### src/rtl/dma_req_arbiter.sv
// Round-robin arbiter sharing one DMA controller among NUM_DEV peripherals.
// The grant is held from request through the controller's end flag.
module dma_req_arbiter #(
    parameter int unsigned NUM_DEV = 4,
    parameter int unsigned ID_W    = 2
) (
    input  logic                  clk,
    input  logic                  reset,
    input  logic [NUM_DEV-1:0]    req_rqst,
    input  logic [NUM_DEV-1:0]    req_rd_wr,
    input  logic [16*NUM_DEV-1:0] req_addr,
    input  logic [16*NUM_DEV-1:0] req_nwords,
    input  logic [16*NUM_DEV-1:0] req_dout,
    input  logic [NUM_DEV-1:0]    req_dev_ack,
    output logic [NUM_DEV-1:0]    dev_dma_ack,
    output logic [NUM_DEV-1:0]    dev_end_flag,
    output logic [15:0]           dev_din,
    output logic                  dma_rqst,
    output logic                  dma_rd_wr,
    output logic [15:0]           dma_start_address,
    output logic [15:0]           dma_num_words,
    output logic [15:0]           dev_out,
    output logic                  dev_ack,
    input  logic                  dma_ack,
    input  logic                  dma_end_flag,
    input  logic [15:0]           dev_in,
    output logic                  arb_busy,
    output logic [ID_W-1:0]       arb_grant_id
);

    localparam int unsigned DW = 16;

    typedef enum logic [1:0] {IDLE, SETUP, BUSY, DONE} state_t;

    state_t          state;
    logic [ID_W-1:0] rr_ptr;
    logic [ID_W-1:0] grant_id;

    logic [DW-1:0] addr_a   [NUM_DEV];
    logic [DW-1:0] nwords_a [NUM_DEV];
    logic [DW-1:0] dout_a   [NUM_DEV];

    for (genvar g = 0; g < NUM_DEV; g++) begin : g_unpack
        assign addr_a[g]   = req_addr[g*DW +: DW];
        assign nwords_a[g] = req_nwords[g*DW +: DW];
        assign dout_a[g]   = req_dout[g*DW +: DW];
    end

    logic gnt_rqst;
    assign gnt_rqst = req_rqst[grant_id];

    // Rotate requests so rr_ptr sits at bit 0, pick lowest set bit, map back.
    logic [2*NUM_DEV-1:0] dbl;
    logic [NUM_DEV-1:0]   rot;
    logic [ID_W-1:0]      off;
    logic [ID_W:0]        sum;
    logic [ID_W-1:0]      sel;

    always_comb begin
        dbl = {req_rqst, req_rqst};
        rot = NUM_DEV'(dbl >> rr_ptr);
        off = '0;
        for (int k = int'(NUM_DEV) - 1; k >= 0; k--) begin
            if (rot[k]) off = ID_W'(k);
        end
        sum = {1'b0, rr_ptr} + {1'b0, off};
        if (sum >= (ID_W+1)'(NUM_DEV)) sum = sum - (ID_W+1)'(NUM_DEV);
        sel = sum[ID_W-1:0];
    end

    always_ff @(posedge clk or posedge reset) begin
        if (reset) begin
            state    <= IDLE;
            rr_ptr   <= '0;
            grant_id <= '0;
        end else begin
            case (state)
                IDLE: begin
                    if (|req_rqst) begin
                        grant_id <= sel;
                        state    <= SETUP;
                    end
                end
                SETUP: state <= BUSY;
                BUSY: begin
                    if (dma_end_flag || !gnt_rqst) state <= DONE;
                end
                DONE: begin
                    if (!dma_end_flag && !gnt_rqst) begin
                        state  <= IDLE;
                        rr_ptr <= (grant_id == ID_W'(NUM_DEV - 1)) ? '0 : grant_id + 1'b1;
                    end
                end
                default: state <= IDLE;
            endcase
        end
    end

    // Bundle mux and ack/end demux, all keyed off the registered grant.
    always_comb begin
        dma_rqst          = 1'b0;
        dma_rd_wr         = 1'b0;
        dma_start_address = '0;
        dma_num_words     = '0;
        dev_out           = '0;
        dev_ack           = 1'b0;
        dev_dma_ack       = '0;
        dev_end_flag      = '0;
        case (state)
            SETUP: begin
                dma_rd_wr         = req_rd_wr[grant_id];
                dma_start_address = addr_a[grant_id];
                dma_num_words     = nwords_a[grant_id];
                dev_out           = dout_a[grant_id];
            end
            BUSY: begin
                dma_rqst                = gnt_rqst;
                dma_rd_wr               = req_rd_wr[grant_id];
                dma_start_address       = addr_a[grant_id];
                dma_num_words           = nwords_a[grant_id];
                dev_out                 = dout_a[grant_id];
                dev_ack                 = req_dev_ack[grant_id];
                dev_dma_ack[grant_id]   = dma_ack;
                dev_end_flag[grant_id]  = dma_end_flag;
            end
            DONE: dev_end_flag[grant_id] = dma_end_flag;
            default: ;
        endcase
    end

    assign dev_din      = dev_in;
    assign arb_busy     = (state != IDLE);
    assign arb_grant_id = grant_id;

endmodule

### config.mk
export PLATFORM = sky130hd
export DESIGN_NAME = dma_req_arbiter
export DESIGN_NICKNAME = d
export VERILOG_FILES = /design/src/rtl/dma_req_arbiter.sv
export SDC_FILE = /design/constraint.sdc
export NUM_CORES = 1
export LEC_CHECK = 0
export CORE_AREA = 2 2 118 120
export CTS_CLUSTER_SIZE = 25
export DETAILED_ROUTE_END_ITERATION = 10
export DIE_AREA = 0 0 120 122
export SLEW_MARGIN = 20
export SYNTH_ARGS = -nofsm -noshare
export SYNTH_HDL_FRONTEND = slang
export SYNTH_SLANG_ARGS = --single-unit
### constraint.sdc
create_clock -name clk -period 2.05 [get_ports clk]
set_input_delay 0.615 -clock clk [delete_from_list [all_inputs] [get_ports clk]]
set_output_delay 0.615 -clock clk [all_outputs]
set_load 0.02 [all_outputs]
==> results.py, run 1 <==
metrics = {
    "run_status": {
        "status": "finished with violations",
        "violations": "negative setup slack",
    },
    "critical_path": {
        "cp_common_cell": "buf_12",
        "path_buf_inv": 4,
        "cp.arrival_ps": 1860,
        "critPathMaxStageDelay_ps": 530,
        "cp_top_family": "flip-flops",
        "end_kind": "primary output",
        "start_kind": "flip-flop",
        "cp_max_fo": 6,
        "crit_required_ps": 1430,
        "path_cells": "buf_12, buf_16, buf_12, mux4_2, and2_4, buf_6",
        "crit_type": "reg2out",
        "slowest_stage": "dfrtp_4",
    },
    "floorplan": {
        "coreArea_mm2": 0.0135,
        "ios": 302,
        "fp.dieW_um": 120,
        "start_util": 0.166,
        "num_rows": 43,
        "dieHeight_um": 122,
        "dieArea_mm2": 0.0146,
    },
    "synth": {
        "synth.top_cell.area_share": 0.513,
        "synth.area.top_cells": "mux4_2, and2_1, dfrtp_1, buf_4, ha_1",
        "synthCells": 205,
        "yosys_warnings": 0,
        "yosys.area.top_type": "mux4_2",
        "yosys.area_share.simple": 0.206,
        "avgSynthCellArea_um2": 10.9,
        "seq_area_frac_synth": 0.0670,
        "synth.distinct_cells": 29,
        "netlist_area_mm2": 0.00224,
        "ys_ff_latch": 6,
        "synth_compound_area_frac": 0.0452,
        "yosys-mux-area-fraction": 0.529,
        "synthAdderAreaFrac": 0.0447,
        "synth_top_family_by_area": "multiplexers",
        "synth_xor_xnor_area_share": 0.00391,
        "syn-num-nets": 437,
    },
    "clock_network": {
        "numCtsBuffers": 3,
        "cts.clk_slew.worst_paths_ps": 40,
        "cts_max_level": 1,
        "cts_hold_buf": 0,
        "cts_tree": "built",
        "worstSkewPairLatency_ps": 230,
        "cts.sinks": 6,
        "cts_buffer_depth": 2,
        "cts-root-buf": "clkbuf_16",
    },
    "global_routing": {
        "grt_pass1_vias": 3118,
        "grt_use_met1": 0.174,
        "grt_usage": 0.153,
        "grt_max_degree": 32,
        "grt_util_met2": 0.290,
        "antenna_found_initial": 0,
        "grt-ovfl-total": 0,
        "busiest_layer": "met2",
        "grt_first_pass_wirelength_um": 17600,
        "use_met3": 0.0356,
    },
    "sta": {
        "setup_viol": 63,
        "worstMarginPinSlew_ps": 290,
        "slew_viol_final": 0,
        "fin_worst_skew_ps": 4.85,
        "post-route-period-util": 1.21,
        "fmaxAchievable_mhz": 404,
        "hold_slack_ps": 597,
        "setup_ws_ps": -423,
        "fin_crit_ps": 2470,
        "slew_headroom": 0.805,
        "rsz0062_at_grt": "yes",
        "hold_viol": 0,
    },
    "placement": {
        "port_buffers": 269,
        "hpwl_um": 9380,
        "gp_congestion": 0.880,
    },
    "route": {
        "wirelength_um": 12200,
        "vias_per_cell": 4.34,
        "ant_nets": 0,
        "drt_iter0_drc": 80,
        "drcViolationCount": 0,
        "routed-via-count": 2969,
        "wl_per_cell_um": 17.8,
        "drt_pass1_iterations": 4,
    },
    "cells_and_area": {
        "final_common_cell": "dlygate4sd2_1",
        "final_layout_size_suffix_gt1_frac": 0.514,
        "final_util": 0.442,
        "area_growth_pct": 167,
        "diodes": 0,
        "fin_nets": 737,
        "nFillCells": 1308,
        "layout_common_cells": "dlygate4sd2_1, clkdlybuf4s50_1, buf_6",
    },
    "pwr": {
        "powerDensity_mw_per_mm2": 1480,
        "power_leakage_nw": 2.68,
        "ir_drop_mv": 0.708,
    },
    "job": {
        "maxCapViolCount": 0,
    },
    "min_path": {
        "hp-class": "reg2reg",
    },
}
## flip-flops by register name, indices dropped and copies added, names as in the netlist
register      count
state             2
arb_grant_id      2
rr_ptr            2
## metal layers
layer,routed length [um],part of all wire
met5,0,0
met4,196,0.016
met3,876,0.072
met2,6640,0.55
met1,4450,0.37
## where the power goes
part / leakage [nW] / switching [mW] / internal, mW
logic: 2.57 / 3.39 / 4.87
registers: 0.0703 / 0.0918 / 0.190
clock network: 0.0382 / 0.0708 / 0.258
## final timing paths
kind                                        startpoint                          end  slack [ps]  depth (start not counted)
hold / removal                    state[0]$_DFFE_PP0P_         state[0]$_DFFE_PP0P_         600                          2
max in group asynchronous                        reset  arb_grant_id[0]$_DFFE_PP0P_        1220                          2
min in group asynchronous                        reset  arb_grant_id[0]$_DFFE_PP0P_         610                          2
setup / recovery           arb_grant_id[0]$_DFFE_PP0P_                  dev_out[11]        -420                          6
setup reg to reg           arb_grant_id[0]$_DFFE_PP0P_         state[1]$_DFFE_PP0P_        -200                          9
hold reg to reg                   state[0]$_DFFE_PP0P_         state[0]$_DFFE_PP0P_         600                          2
## layout make-up
class | instances | area (um2) | share of cell area
clock buffer | 4 | 78.8 | 0.0132
sequential | 6 | 155 | 0.0260
tap | 180 | 225 | 0.0377
timing repair buffer | 328 | 3350 | 0.561
multi-input combinational | 157 | 2120 | 0.355
inverter | 9 | 43.8 | 0.00733
## cells by family after synthesis
family	count (synthesis)
flip-flops	6
AO/OA/AOI/OAI	15
XOR/XNOR	1
buffers and inverters	42
multiplexers	54
AND/OR/NAND/NOR	79
adder cells (fa/ha/maj)	8
## timing repair
| action | 4_1_cts | 5_1_grt |
|---|---|---|
| endpoints found under the setup margin | 67 | 64 |
| gates cloned | 4 | 1 |
| hold endpoints to repair | 0 | 0 |
| resized for setup | 510 | 23 |
| pin swaps | 43 | 16 |
| buffers inserted | 26 | 5 |
## synth_stat cells
master and count:
and2_1 55, mux4_2 51, buf_4 16, clkbuf_1 9, inv_1 9, ha_1 8, nor2_1 7, buf_2 6
dfrtp_1 6, nand2_1 6, a21oi_1 5, and3_1 4, nor2_2 2, o2111ai_1 2, o211ai_1 2, o21ai_0 2
o31ai_1 2, or4_1 2, a2bb2oi_1 1, buf_1 1, buf_6 1, mux2_1 1, mux2_2 1, mux2_4 1
nand3_1 1, nor2b_1 1, nor3_1 1, o32a_1 1, xnor2_1 1
## through the flow
step / setup slack (ps) / instances / cell area, um2 / TNS (ps) / power, mW
4_1_cts: -455 / 680 / 5870 / -20890 / 8.87
6_report: -423 / 684 / 5970 / -20210 / 8.87
3_5_place_dp: -827 / 646 / 5350 / -45240 / 7.35
2_1_floorplan: -5.01 / 205 / 2440 / -103 / 4.67
5_1_grt: -476 / 684 / 5970 / -23400 / 9.38
3_3_place_gp: -819 / 646 / 5350 / -44710 / 7.31
## worst reg2reg max path, delay by kind of cell, from the launching register on
family	cells	cell delay (ps)
simple gates	3	280
mux	2	770
flops	1	530
buf+inv	4	550
Power figures use the tool's default switching activity.
==> inputs of run 2 (changes only) <==
--- a/config.mk
+++ b/config.mk
@@ -5,10 +5,10 @@
 export SDC_FILE = /design/constraint.sdc
 export NUM_CORES = 1
 export LEC_CHECK = 0
-export CORE_AREA = 2 2 118 120
+export CORE_AREA = 2 2 117 119
 export CTS_CLUSTER_SIZE = 25
 export DETAILED_ROUTE_END_ITERATION = 10
-export DIE_AREA = 0 0 120 122
+export DIE_AREA = 0 0 119 121
 export SLEW_MARGIN = 20
 export SYNTH_ARGS = -nofsm -noshare
 export SYNTH_HDL_FRONTEND = slang
==> constraint.sdc (replaced) <==
create_clock -name clk -period 3.2 [get_ports clk]
set_input_delay 0.96 -clock clk [delete_from_list [all_inputs] [get_ports clk]]
set_output_delay 0.96 -clock clk [all_outputs]
set_load 0.02 [all_outputs]
==> run 2 against run 1 <==
- the run now ends clean
- sequential share of layout area is 0.53 points higher
- sequential power fell by 24%
- hold slack worse by 75 ps
- critical path depth down 2
- die area fell by 1.6%
- routed wire length shrank 11%
- cell area decreased by 17%
- combinational power fell by 59%
- first-iteration DRC count down 26%
- register-to-register slack improved by 1300 ps
- clock skew decreased by 3.1 ps
- worst setup slack improved by 450 ps
- critical path type is now in2out
- critical endpoint is now dev_out[2]
==> results.py, run 2 (synthesis gave the netlist of run 1 again) <==
metrics = {
    "clock_network": {
        "cts.sinks": 6,
        "cts_tree": "built",
        "cts_max_level": 1,
        "cts_buffer_depth": 2,
        "cts-root-buf": "clkbuf_16",
        "worstSkewPairLatency_ps": 230,
        "numCtsBuffers": 3,
        "cts.clk_slew.worst_paths_ps": 30,
    },
    "route": {
        "drt-met1-wl_um": 3760,
        "drcViolationCount": 0,
        "wl_met3_um": 984,
        "vias_per_cell": 4.32,
        "drt_iter0_drc": 59,
        "dr_wl_met2_um": 5830,
        "ant_nets": 0,
        "routed-via-count": 2755,
        "drt_pass1_iterations": 4,
        "wl_per_cell_um": 16.9,
        "wirelength_um": 10800,
        "topRoutingLayerUsed": "met4",
    },
    "critical_path": {
        "critPathMaxStageDelay_ps": 490,
        "cp_max_fo": 1,
        "end_kind": "primary output",
        "start_kind": "input pin",
        "path_cells": "clkdlybuf4s50_1, mux4_2, and2_1, buf_2",
        "cp.arrival_ps": 2210,
        "slowest_stage": "mux4_2",
        "crit_start": "req_dout[34]",
        "reg2reg_slack_ps": 1120,
        "crit_required_ps": 2240,
        "crit_type": "in2out",
        "rr_startpoint": "arb_grant_id[1]$_DFFE_PP0P_",
    },
    "min_path": {
        "hp-class": "reg2reg",
        "min_from": "state[0]$_DFFE_PP0P_",
    },
    "global_routing": {
        "grt_max_degree": 28,
        "grt-ovfl-total": 0,
        "antenna_found_initial": 0,
        "grt_usage": 0.142,
        "grt_first_pass_wirelength_um": 16200,
        "grt_pass1_vias": 3054,
    },
    "floorplan": {
        "fp.dieW_um": 119,
        "coreArea_mm2": 0.0131,
        "dieArea_mm2": 0.0144,
        "ios": 302,
        "start_util": 0.171,
        "num_rows": 42,
        "dieHeight_um": 121,
    },
    "cells_and_area": {
        "final_layout_size_suffix_gt1_frac": 0.280,
        "layoutNonFillerInstCount": 637,
        "final_common_cell": "clkdlybuf4s50_1",
        "fin_nets": 694,
        "layout_common_cells": "clkdlybuf4s50_1, and2_1, mux4_2",
        "diodes": 0,
        "nFillCells": 1354,
        "area_growth_pct": 121,
    },
    "sta": {
        "slew_viol_final": 0,
        "fmaxAchievable_mhz": 315,
        "post-route-period-util": 0.991,
        "worstMarginPinSlew_ps": 337,
        "hold_slack_ps": 522,
        "slew_headroom": 0.775,
        "rsz0062_at_grt": "no",
        "hold_viol": 0,
        "setup_viol": 0,
        "fin_worst_skew_ps": 1.72,
        "fin_crit_ps": 3170,
        "tns_ps": 0,
    },
    "pwr": {
        "power_leakage_nw": 2.03,
        "powerDensity_mw_per_mm2": 762,
        "power_mw": 3.78,
        "ir_drop_mv": 0.328,
    },
    "job": {
        "maxCapViolCount": 0,
    },
    "placement": {
        "gp_congestion": 0.795,
        "port_buffers": 269,
        "dp_cells": 632,
        "hpwl_um": 9330,
    },
    "run_status": {
        "status": "complete, no violations",
    },
}
[run 2: changes by cell type in the layout (fill, tap and decap cells not counted), sizes merged]
cell | previous run | this run
clkdlybuf4s15 | 0 | 1
dlymetal6s2s | 11 | 3
buf | 121 | 67
dlygate4sd2 | 99 | 6
clkbuf | 6 | 4
clkdlybuf4s50 | 95 | 208
[run 2: path summary, 6_finish.rpt]
path / to / cells after the start
max: dev_out[2] / 4
min: state[0]$_DFFE_PP0P_ / 1
max reg2reg: state[1]$_DFFE_PP0P_ / 8
min reg2reg: state[0]$_DFFE_PP0P_ / 1
max in group asynchronous: arb_grant_id[0]$_DFFE_PP0P_ / 2
min in group asynchronous: arb_grant_id[0]$_DFFE_PP0P_ / 2
[run 2: area by class of cell]
class | instances | area (um2) | share of cell area
Sequential cell | 6 | 155 | 0.0313
Timing Repair Buffer | 285 | 2610 | 0.526
Clock buffer | 4 | 78.8 | 0.0159
Multi-Input combinational cell | 157 | 1860 | 0.376
Tap cell | 176 | 220 | 0.0444
Inverter | 9 | 33.8 | 0.00681
[run 2: layer usage]
metal,vias to the layer above,track usage
li1,1282,-
met3,22,0.0399
met4,0,0.0350
met2,156,0.275
met5,-,0
met1,1295,0.152
[run 2: timing repair]
item,4_1_cts,5_1_grt
gates resized for setup,191,27
buffers inserted,0,1
hold buffers,0,0
endpoints found under the setup margin,57,27
[run 2: worst max-delay path: cells and delay by family]
family        cells  cell delay, ps
buf+inv           2             590
simple gates      1             170
mux               1             490
[run 2: power breakdown]
| part | internal, mW | switching (mW) | total (mW) | leakage [nW] |
|---|---|---|---|---|
| clock | 0.166 | 0.0453 | 0.211 | 0.0382 |
| sequential | 0.121 | 0.0929 | 0.214 | 0.0703 |
| combinational | 1.65 | 1.70 | 3.36 | 1.92 |
[run 2: per-stage QoR]
| step | utilization | setup slack, ps | area, um2 |
|---|---|---|---|
| 3_3_place_gp | 0.391 | -378 | 5120 |
| 6_report | 0.379 | 29.3 | 4960 |
| 2_1_floorplan | - | 541 | 2240 |
| 5_1_grt | 0.379 | 7.28 | 4960 |
| 4_1_cts | 0.387 | 1.72 | 5060 |
| 3_5_place_dp | 0.391 | -371 | 5120 |
==> inputs of run 3 (changes only) <==
--- a/config.mk
+++ b/config.mk
@@ -9,6 +9,7 @@
 export CTS_CLUSTER_SIZE = 25
 export DETAILED_ROUTE_END_ITERATION = 10
 export DIE_AREA = 0 0 119 121
+export MAX_ROUTING_LAYER = met4
 export SLEW_MARGIN = 20
 export SYNTH_ARGS = -nofsm -noshare
 export SYNTH_HDL_FRONTEND = slang
==> run 3 against run 2 <==
- final cell count stayed put
- maximum frequency stayed put
- via count is 0.15% lower
- sequential share of layout area stayed put
- largest power group unchanged
- critical path depth stayed put
==> results.py, run 3 (synthesis gave the netlist of run 1 again) <==
metrics = {
    "global_routing": {
        "use_met3": 0.0277,
        "grt-ovfl-total": 0,
        "busiest_layer": "met2",
        "antenna_found_initial": 0,
        "grt_first_pass_wirelength_um": 16200,
        "grt_max_degree": 28,
        "grt_use_met1": 0.159,
        "grt_util_met2": 0.274,
        "grt_pass1_vias": 3066,
        "grt_usage": 0.146,
    },
    "floorplan": {
        "dieHeight_um": 121,
        "dieArea_mm2": 0.0144,
        "coreArea_mm2": 0.0131,
        "ios": 302,
        "fp.dieW_um": 119,
        "start_util": 0.171,
        "num_rows": 42,
    },
    "job": {
        "maxCapViolCount": 0,
    },
    "placement": {
        "gp_congestion": 0.806,
        "post-place-ws_ps": -371,
        "hpwl_um": 9330,
        "port_buffers": 269,
    },
    "sta": {
        "fmaxAchievable_mhz": 315,
        "worstMarginPinSlew_ps": 339,
        "setup_ws_ps": 29.3,
        "fin_crit_ps": 3170,
        "slew_headroom": 0.774,
        "hold_slack_ps": 522,
        "fin_worst_skew_ps": 1.56,
        "post-route-period-util": 0.991,
        "slew_viol_final": 0,
        "tns_ps": 0,
        "rsz0062_at_grt": "no",
        "setup_viol": 0,
        "hold_viol": 0,
    },
    "critical_path": {
        "start_kind": "input pin",
        "crit_type": "in2out",
        "reg2reg_slack_ps": 1120,
        "cp.arrival_ps": 2210,
        "path_buf_inv": 2,
        "reg2reg_depth": 8,
        "crit_required_ps": 2240,
        "path_depth": 4,
        "end_kind": "primary output",
        "cp_top_family": "buffers and inverters",
        "path_cells": "clkdlybuf4s50_1, mux4_2, and2_1, buf_2",
        "critPathMaxStageDelay_ps": 490,
        "slowest_stage": "mux4_2",
        "cp_max_fo": 1,
    },
    "cells_and_area": {
        "final_common_cell": "clkdlybuf4s50_1",
        "diodes": 0,
        "fin_nets": 694,
        "nFillCells": 1354,
        "area_growth_pct": 121,
        "final_layout_size_suffix_gt1_frac": 0.280,
        "layout_common_cells": "clkdlybuf4s50_1, and2_1, mux4_2",
    },
    "min_path": {
        "hp-class": "reg2reg",
        "hold_path_depth": 1,
    },
    "clock_network": {
        "worstSkewPairLatency_ps": 230,
        "cts_max_level": 1,
        "cts-root-buf": "clkbuf_16",
        "cts_tree": "built",
        "cts.sinks": 6,
        "cts.clk_slew.worst_paths_ps": 30,
        "cts_hold_buf": 0,
        "numCtsBuffers": 3,
        "cts_buffer_depth": 2,
    },
    "pwr": {
        "power_leakage_nw": 2.03,
        "ir_drop_mv": 0.331,
        "powerDensity_mw_per_mm2": 763,
        "power_mw": 3.78,
    },
    "run_status": {
        "status": "complete, no violations",
    },
    "route": {
        "wl_per_cell_um": 17.0,
        "drt_pass1_iterations": 4,
        "wirelength_um": 10800,
        "drcViolationCount": 0,
        "vias_per_cell": 4.32,
        "drt_iter0_drc": 58,
        "routed-via-count": 2751,
        "ant_nets": 0,
    },
}
## run 3: cell counts in the layout (fill, tap and decap cells not counted)
Identical to the previous run, type by type.
## run 3: per-stage QoR
step                      cells  utilization  instance area, um2
after global placement      632        0.391                5120
after global routing        637        0.379                4960
after detailed placement    632        0.391                5120
after CTS                   636        0.387                5060
final                       637        0.379                4960
after floorplan             205            -                2240
## run 3: layout make-up
class                           instances  area (um2)  share of cell area
Tap cell                              176         220              0.0444
Multi-Input combinational cell        157        1860               0.376
Sequential cell                         6         155              0.0313
Inverter                                9        33.8             0.00681
Clock buffer                            4        78.8              0.0159
Timing Repair Buffer                  285        2610               0.526
## run 3: routing by layer
metal,vias up,wire (um)
met5,-,0
met4,0,219
met3,22,875
met2,160,5820
met1,1286,3900
li1,1283,-
## run 3: worst paths after layout
kind	end	from
worst min register to register	state[0]$_DFFE_PP0P_	state[0]$_DFFE_PP0P_
min in group asynchronous	arb_grant_id[0]$_DFFE_PP0P_	reset
worst max register to register	state[1]$_DFFE_PP0P_	arb_grant_id[1]$_DFFE_PP0P_
worst min-delay path	state[0]$_DFFE_PP0P_	state[0]$_DFFE_PP0P_
max in group asynchronous	arb_grant_id[0]$_DFFE_PP0P_	reset
worst max-delay path	dev_out[2]	req_dout[34]
## run 3: report_power, final
part	leakage (nW)	switching [mW]	internal, mW
logic	1.92	1.71	1.65
registers	0.0703	0.0923	0.121
clock network	0.0382	0.0447	0.166
## run 3: timing repair
| item | 4_1_cts | 5_1_grt |
|---|---|---|
| setup buffers | 0 | 1 |
| setup endpoints to repair | 57 | 27 |
| gates resized for setup | 191 | 27 |
